**src/rtl/btn_pkg.sv**
```systemverilog
// rtl/btn_pkg.sv - shared state type and constant helpers for the button array
package btn_pkg;

    typedef enum logic [1:0] {
        ST_IDLE,
        ST_HELD,
        ST_LONG,
        ST_REPEAT
    } state_t;

    function automatic int sel_const(input int sim, input int hw_val, input int sim_val);
        return (sim != 0) ? sim_val : hw_val;
    endfunction

    // Never returns 0 so that every counter has at least one bit.
    function automatic int clog2(input longint v);
        int     r;
        longint p;
        r = 0;
        p = 1;
        while (p < v) begin
            p = p << 1;
            r++;
        end
        return (r == 0) ? 1 : r;
    endfunction

endpackage

```
**src/rtl/button_array_processor_channel.sv**
```systemverilog
// rtl/button_array_processor_channel.sv - one button: synchroniser, debouncer, hold FSM
module button_channel
    import btn_pkg::*;
#(
    parameter int DEB  = 4,
    parameter int LONG = 16,
    parameter int RPT  = 8
) (
    input  logic clk,
    input  logic reset,
    input  logic button_in,
    input  logic repeat_en,
    output logic level,
    output logic press,
    output logic release_pulse,
    output logic long_press
);

    localparam int DW = clog2(DEB + 1);
    localparam int HW = clog2(((LONG > RPT) ? LONG : RPT) + 1);

    logic          sync0_q, sync0_d, sync1_q, sync1_d;
    logic          stable_q, stable_d, level_q, level_d;
    logic [DW-1:0] deb_cnt_q, deb_cnt_d;
    logic [HW-1:0] hold_cnt_q, hold_cnt_d;
    state_t        state_q, state_d;
    logic          press_q, press_d, release_q, release_d, long_q, long_d;
    logic          rise, fall;

    always_comb begin
        sync0_d   = button_in;
        sync1_d   = sync0_q;
        stable_d  = stable_q;
        deb_cnt_d = '0;
        if (sync1_q != stable_q) begin
            if (deb_cnt_q == DW'(DEB - 1)) stable_d = ~stable_q;
            else                           deb_cnt_d = deb_cnt_q + 1'b1;
        end

        // level_q trails stable_q by a cycle, so their difference marks a debounced edge.
        level_d    = stable_q;
        rise       = stable_q & ~level_q;
        fall       = ~stable_q & level_q;
        state_d    = state_q;
        hold_cnt_d = hold_cnt_q;
        press_d    = 1'b0;
        release_d  = 1'b0;
        long_d     = 1'b0;

        if (fall) begin
            state_d    = ST_IDLE;
            release_d  = 1'b1;
            hold_cnt_d = '0;
        end else begin
            case (state_q)
                ST_IDLE: begin
                    if (rise) begin
                        state_d    = ST_HELD;
                        press_d    = 1'b1;
                        hold_cnt_d = '0;
                    end
                end
                ST_HELD: begin
                    if (hold_cnt_q == HW'(LONG - 1)) begin
                        state_d    = ST_LONG;
                        long_d     = 1'b1;
                        hold_cnt_d = '0;
                    end else begin
                        hold_cnt_d = hold_cnt_q + 1'b1;
                    end
                end
                ST_LONG: begin
                    hold_cnt_d = '0;
                    if (repeat_en) begin
                        state_d = ST_REPEAT;
                        press_d = 1'b1;
                    end
                end
                default: begin
                    if (!repeat_en) begin
                        state_d    = ST_LONG;
                        hold_cnt_d = '0;
                    end else if (hold_cnt_q == HW'(RPT - 1)) begin
                        press_d    = 1'b1;
                        hold_cnt_d = '0;
                    end else begin
                        hold_cnt_d = hold_cnt_q + 1'b1;
                    end
                end
            endcase
        end
    end

    always_ff @(posedge clk) begin
        if (reset) begin
            sync0_q    <= 1'b0;
            sync1_q    <= 1'b0;
            stable_q   <= 1'b0;
            level_q    <= 1'b0;
            deb_cnt_q  <= '0;
            hold_cnt_q <= '0;
            state_q    <= ST_IDLE;
            press_q    <= 1'b0;
            release_q  <= 1'b0;
            long_q     <= 1'b0;
        end else begin
            sync0_q    <= sync0_d;
            sync1_q    <= sync1_d;
            stable_q   <= stable_d;
            level_q    <= level_d;
            deb_cnt_q  <= deb_cnt_d;
            hold_cnt_q <= hold_cnt_d;
            state_q    <= state_d;
            press_q    <= press_d;
            release_q  <= release_d;
            long_q     <= long_d;
        end
    end

    assign level         = level_q;
    assign press         = press_q;
    assign release_pulse = release_q;
    assign long_press    = long_q;

endmodule

```
**src/rtl/button_array_processor.sv**
```systemverilog
// rtl/button_array_processor.sv - N independent debounced button channels
module button_array_processor
    import btn_pkg::*;
#(
    parameter int N        = 4,
    parameter int sim      = 0,
    parameter int DEB_HW   = 1000000,
    parameter int DEB_SIM  = 4,
    parameter int LONG_HW  = 50000000,
    parameter int LONG_SIM = 16,
    parameter int RPT_HW   = 10000000,
    parameter int RPT_SIM  = 8
) (
    input  logic         clk,
    input  logic         reset,
    input  logic [N-1:0] ButtonIn,
    input  logic [N-1:0] repeat_en,
    output logic [N-1:0] level,
    output logic [N-1:0] press,
    output logic [N-1:0] release_pulse,
    output logic [N-1:0] long_press
);

    localparam int DEB  = sel_const(sim, DEB_HW, DEB_SIM);
    localparam int LONG = sel_const(sim, LONG_HW, LONG_SIM);
    localparam int RPT  = sel_const(sim, RPT_HW, RPT_SIM);

    for (genvar g = 0; g < N; g++) begin : g_ch
        button_channel #(
            .DEB  (DEB),
            .LONG (LONG),
            .RPT  (RPT)
        ) u_ch (
            .clk           (clk),
            .reset         (reset),
            .button_in     (ButtonIn[g]),
            .repeat_en     (repeat_en[g]),
            .level         (level[g]),
            .press         (press[g]),
            .release_pulse (release_pulse[g]),
            .long_press    (long_press[g])
        );
    end

endmodule

```
**config.mk**
```make
export PLATFORM = sky130hd
export DESIGN_NAME = button_array_processor
export DESIGN_NICKNAME = d
export VERILOG_FILES = /design/src/rtl/btn_pkg.sv /design/src/rtl/button_array_processor_channel.sv /design/src/rtl/button_array_processor.sv
export SDC_FILE = /design/constraint.sdc
export NUM_CORES = 1
export LEC_CHECK = 0
export BUFFER_PORTS_ARGS = -buffer_cell sky130_fd_sc_hd__buf_2
export CAP_MARGIN = 15
export CORE_MARGIN = 3
export CORE_UTILIZATION = 38
export CTS_BUF_LIST = sky130_fd_sc_hd__clkbuf_8 sky130_fd_sc_hd__clkbuf_16
export DETAILED_ROUTE_END_ITERATION = 6
export PLACE_DENSITY = 0.56
export SETUP_SLACK_MARGIN = 0.15
export SYNTH_ARGS = -nofsm -noshare
export SYNTH_HDL_FRONTEND = slang
export SYNTH_HIERARCHICAL = 1
export SYNTH_SLANG_ARGS = --single-unit
```
**constraint.sdc**
```tcl
create_clock -name clk -period 4.2 [get_ports clk]
set_clock_uncertainty 0.1 [all_clocks]
set_input_delay 0.42 -clock clk [delete_from_list [all_inputs] [get_ports clk]]
set_output_delay 0.42 -clock clk [all_outputs]
set_load 0.005 [all_outputs]
```
Word level (Yosys, flattened, before mapping)
Cells that the tools add are included.
{ "op_classes": {"addsub": 8, "eq_ne": 40, "mux": 68, "reduce_logical": 24, "n_bitwise": 24} }
{ "ops": {"columns": ["operator", "count"], "rows": [
  ["26-bit two-way mux", 16],
  ["26-bit case mux with 3 select lines", 4],
  ["26-bit by 1-bit adder with 26-bit output, second input constant", 4],
  ["26-bit by 24-bit == test with 1-bit output, second input constant", 4],
  ["26-bit == test, second input constant", 4],
  ["20-bit by 1-bit adder with 20-bit output, second input constant", 4],
  ["20-bit == test, second input constant", 4],
  ["2-bit two-way mux", 16],
  ["1-bit two-way mux", 24],
  ["2-bit case mux with 3 select lines", 4],
  ["3-bit OR reduction", 8],
  ["2-bit by 1-bit inequality test with 1-bit output, second input constant", 8],
  ["4-bit by 1-bit inequality test with 1-bit output, second input constant", 4],
  ["1-bit inverter", 16],
  ["4-bit AND reduction", 4],
  ["1-bit case mux with 3 select lines", 4],
  ["1-bit bitwise AND", 8],
  ["2-bit by 1-bit == test with 1-bit output, second input constant", 4],
  ["2-bit == test, second input constant", 4],
  ["2-bit logical NOT", 4],
  ["2-bit inequality test, second input constant", 4],
  ["2-bit AND reduction", 4],
  ["2-bit OR reduction", 4],
  ["1-bit inequality test", 4]
]} }
{ "word_totals": {"ff_bits": 220, "out_inout_bits": 16} }

Longest topological paths before layout
{ "depth": {"ltp_word": 4, "mapped_depth": 7, "mapped_depth_nobuf": 6} }

Modules after synthesis
The synthesis kept the hierarchy.
{ "by_module_without_submodules": {"columns": ["module", "n_inst", "cells_each", "area_per_inst_um2", "seq_area_each_um2"], "rows": [
  ["button_channel at g_ch[0].u_ch ...", 3, 291, 2582.5, 1101.1],
  ["button_channel at g_ch[3].u_ch", 1, 304, 2691.3, 1101.1]
]} }

Worst setup path after synthesis
No wires, ideal clock.
{ "synth_timing": {"path_kind": "reg-to-reg", "start": "reg g_ch[3].u_ch.hold_cnt_q[0]", "end": "reg g_ch[3].u_ch.hold_cnt_q[24]", "setup_slack_ns": 2.186, "setup_ns": 0.063, "t_arrival_ns": 1.852, "required_ns": 4.037, "path_buffers": 0, "period_less_slack_ns": 2.014, "path_stages_with_launch": 7, "path_cell_list": "dfxtp_1 -> ha_1 -> nand4_1 -> a2111oi_4 -> nand4_1 -> or4b_1 -> nand3_1"} }
{ "synth_via": {"elab_chain_cells": 4, "elab_cells_between_ends": 7, "cone_classes": "add/sub (1); eq/ne (2); mux (4)"} }
{ "synth_rtl": {"columns": ["item", "line", "text"], "rows": [
  ["from (decl)", "button_array_processor_channel.sv:25", "logic [HW-1:0] hold_cnt_q, hold_cnt_d;"],
  ["from (signal assigned)", "button_array_processor_channel.sv:112", "hold_cnt_q <= hold_cnt_d;"],
  ["26-bit by 1-bit adder with 26-bit output or 26-bit by 24-bit == test with 1-bit output (tied branches)", "button_array_processor_channel.sv:69, button_array_processor_channel.sv:87, button_array_processor_channel.sv:83", null],
  ["26-bit two-way mux", "button_array_processor_channel.sv:83", "end else if (hold_cnt_q == HW'(RPT - 1)) begin"],
  ["26-bit two-way mux", "button_array_processor_channel.sv:80", "if (!repeat_en) begin"],
  ["26-bit case mux with 3 select lines (*)", "button_array_processor_channel.sv:55", "case (state_q)"]
]} }
Every way passes the cells marked *; elsewhere a longest branch is shown, timed or not.
A chain may end at the register's enable or synchronous reset.

Worst setup path after layout
{ "layout_timing": {"start": "reg g_ch[2].u_ch.deb_cnt_q[0]", "end": "reg g_ch[2].u_ch.deb_cnt_q[13]"} }
{ "layout_via": {"elab_chain_cells": 2, "elab_cells_between_ends": 3, "cone_classes": "add/sub (1); eq/ne (1); reduce/logical (1)"} }
{ "layout_rtl": {"columns": ["item", "line", "text"], "rows": [
  ["from (decl)", "button_array_processor_channel.sv:24", "logic [DW-1:0] deb_cnt_q, deb_cnt_d;"],
  ["from (signal assigned)", "button_array_processor_channel.sv:111", "deb_cnt_q <= deb_cnt_d;"],
  ["branches (longest 2 deep; another with 20-bit by 1-bit adder with 20-bit output)", null, null]
]} }
Several ways; the timed one is not identified.

==> impl_results.md <==
* CP required at ~4500 ps
* Detailed placer's ending HPWL at ~14 mm
* Drt drc at 0
* Syn avg cell area at 8.87 µm²
* Via density at 5.12
* Mapped Area at between 10000 and 15000 µm²
* Initial Utilization at about two fifths
* Synth top area cells: dfxtp_1 42%, xnor2_1 9.5%, nor2_1 8.8%
* Share of the synthesized area in the top cell type at between 40% and 50%
* Tightest Pin Transition at between 800 and 900 ps
* Placed instance area at around 11000 µm²
* EDFF count, synth at 0
* Fmax at roughly 410 MHz
* Slowest cell on crit path: or3_1
* XOR/XNOR Fraction of Synth Area at a little over an eighth
* Startpoint types: register
* Synthesized instance count at approximately 1200
* Maximum number of pins on one net before global-route repair at 33
* Vias at between 7000 and 8000
* Most used DFF post-synth: dfxtp_1
* Fill count at around 2700
* Final-report hold violation count at 0
* Drt total wl at around 20 mm
* Clk buf depth at 3
* Yosys cell types at 69
* Mux cell area share after synthesis at less than 1%
* Period minus WS final at ~2400 ps
* H-tree Lvls at 1
* Status: completed
* Count leader, synth: nor2_1
* Worst EP arrival at between 2000 and 3000 ps
* Vias in the first global route at about 7400
* Max incr delay on CP at approximately 630 ps
* Final non-filler cell total at between 1500 and 2000
* Core area at 27000 µm²
* Final period utilization at between 50% and 60%
* Compound-gate portion of the synthesized area at slightly below 7%
* Rel. slew slack at between 40% and 50%
* Ports at 26
* WL per Instance at 13.2 µm
* GPL Wtd Cong at around 0.77
* Critical path type: reg2reg
* Row count at 60
* Antenna Nets Post-Route at 0
* Final Util at ~43%
* Initial antenna violation count at 0
* Num Clock Sinks at 220
* Design Area, Final at about 12000 µm²
* Setup TNS at 0 ps
* Placed cells at about 1500
* Number of max-cap violations at 0
* Root Driver: clkbuf_16
* CTS tree: built
* TritonCTS buffer count at 25
* Slew Viols, Final at 0
* Ys async rst share at 0%
* Area growth, synth to finish at 10.5%
* Layout cells sized above 1 at about a tenth
* Total power at 4.19 mW
* Register area share after synthesis at 42.2%
* First-pass GRT wire length at roughly 36 mm
* Synth Area in Adders at 0.959%
* Drt first pass iters at 4
* Hold crit path type: in2reg
* Final nets at between 1000 and 1500
* Clock Pin Slew Worst Setup and Hold Paths at around 60 ps
* RSZ-0062 raised after global routing: false
* Die X at around 170 µm
* Final setup violation count at 0
* PortBufs at 25
* CP endpoint kind: register
* Synthesized flop and latch total at between 200 and 250
* Peak supply drop at about 0.23 mV
* Simple-Gate Fraction of Synth Area at approximately 33%
* Critical Path, Cell by Cell: ha_1 > and3_1 > nand3_1 > nor4_1 > or3_1 > nor2_1
* Power Dens Cells at roughly 360 nW/µm²
* Worst skew pair latency at around 510 ps
* Chip height at between 150 and 200 µm
* CP Max Fanout at 20
* DRT iter0 DRCs at between 500 and 600
* Syn Nets at between 1000 and 1500
* GRT overflow at 0
* Leakage at between 3 and 4 nW
* Antenna diode count at 0
* Total track usage at between 10 and 15%
* Combinational family with the most area after synthesis: simple AND/OR/NAND/NOR gates
* Die ar. at just under 30000 µm²
* Post-synth top area cell: dfxtp_1
* Most instantiated cells after synthesis: 245 x nor2_1, 220 x dfxtp_1, 113 x xnor2_1
* Yosys warnings at 6
==> critical path, delay by kind of cell, from the launching register on <==
family / cells / cell delay [ps]
fa+ha+maj: 1 / 210
flops: 1 / 360
simple gates: 5 / 1630
==> worst paths after layout <==
kind                                                      startpoint                                    end  slack (ps)  cells after the start
worst min-delay path                                     ButtonIn[0]        g_ch[0].u_ch/sync0_q$_SDFF_PP0_          30                      2
worst min register to register       g_ch[0].u_ch/sync0_q$_SDFF_PP0_        g_ch[0].u_ch/sync1_q$_SDFF_PP0_         340                      1
worst max-delay path            g_ch[2].u_ch/deb_cnt_q[0]$_SDFF_PP0_  g_ch[2].u_ch/deb_cnt_q[13]$_SDFF_PP0_        1780                      6
worst max register to register  g_ch[2].u_ch/deb_cnt_q[0]$_SDFF_PP0_  g_ch[2].u_ch/deb_cnt_q[13]$_SDFF_PP0_        1780                      6
==> per-layer routing <==
layer	wire (µm)	track usage, %	share of wire [%]	up-vias
met5	0	0	0	-
met4	463	3.92	2.3	0
met3	699	2.44	3.4	36
met2	8820	22.0	43	71
met1	10500	20.3	51	3717
li1	-	-	-	4136
==> through the flow <==
step	hold WS, ps	setup WS (ps)
after detailed placement	351	1740
after CTS	2.50	1730
after floorplan	314	2190
after global routing	24.6	1540
after global placement	322	1740
final	31.2	1780
==> layout make-up <==
type / instances / area, µm² / area share (%)
multi-input cells: 904 / 5710 / 49.5
flip-flops and latches: 220 / 4400 / 38.2
clock buffers: 28 / 667 / 5.78
well taps: 341 / 427 / 3.70
repair buffers: 27 / 145 / 1.26
clock inverters: 16 / 110 / 0.954
inverters: 20 / 75.1 / 0.651
==> state kept, by name (all words and copies together) (netlist names) <==
| name | flops |
|---|---|
| g_ch.u_ch/long_press | 4 |
| g_ch.u_ch/deb_cnt_q | 80 |
| g_ch.u_ch/state_q | 8 |
| g_ch.u_ch/release_pulse | 4 |
| g_ch.u_ch/level | 4 |
| g_ch.u_ch/sync1_q | 4 |
| g_ch.u_ch/level_d | 4 |
| g_ch.u_ch/press | 4 |
| g_ch.u_ch/hold_cnt_q | 104 |
| g_ch.u_ch/sync0_q | 4 |
==> cell families after synthesis <==
group,after synthesis
and+or+nand+nor,645
DFF,220
xor gates and xnor gates,161
AOI/OAI and AO/OA,82
buffers and inverters,53
muxes,8
adders and majority gates,8
==> report_power, final <==
part | switching [mW] | leakage (nW) | total, mW | internal (mW)
Combinational | 0.0355 | 1.48 | 0.0481 | 0.0126
Clock | 0.847 | 0.404 | 2.04 | 1.20
Sequential | 0.00279 | 1.77 | 2.09 | 2.09
Total | 0.885 | 3.66 | 4.19 | 3.30
==> cell usage in the layout (no fill, tap or decap), types with 4 or more instances in the layout <==
master     netlist  routed
clkbuf_16        0      25
nor4_1          25      25
ha_1             8       8
a21oi_1         17      17
and3_1          31      31
nor4bb_1         6       6
and4_1           6       6
o311ai_2         6       6
or3_1           14      14
nor3_1          49      49
nand3_1         74      74
dfxtp_1        220     220
xnor2_1        113     113
nand4_4          4       4
o41ai_1          4       4
o21ai_0         10      10
a22oi_1          4       4
inv_1           20      26
nand4_1         31      31
nor2b_1         17      17
nand2b_1         6       6
nand2_1         72      72
clkinv_2         0       5
and2b_2          5       5
xor2_1          48      48
nor4b_1         11      11
buf_2           14      25
or2_2            4       4
mux2i_1          8       8
o211ai_1         8       8
nor2_1         245     245
nor3b_1          5       5
==> repair_timing <==
item | CTS | global route
buffers inserted | 0 | 0
hold endpoints to repair | 2 | 0
hold buffers | 2 | 0
gates resized for setup | 0 | 0
No activity file was read; power rests on OpenSTA's default activity.
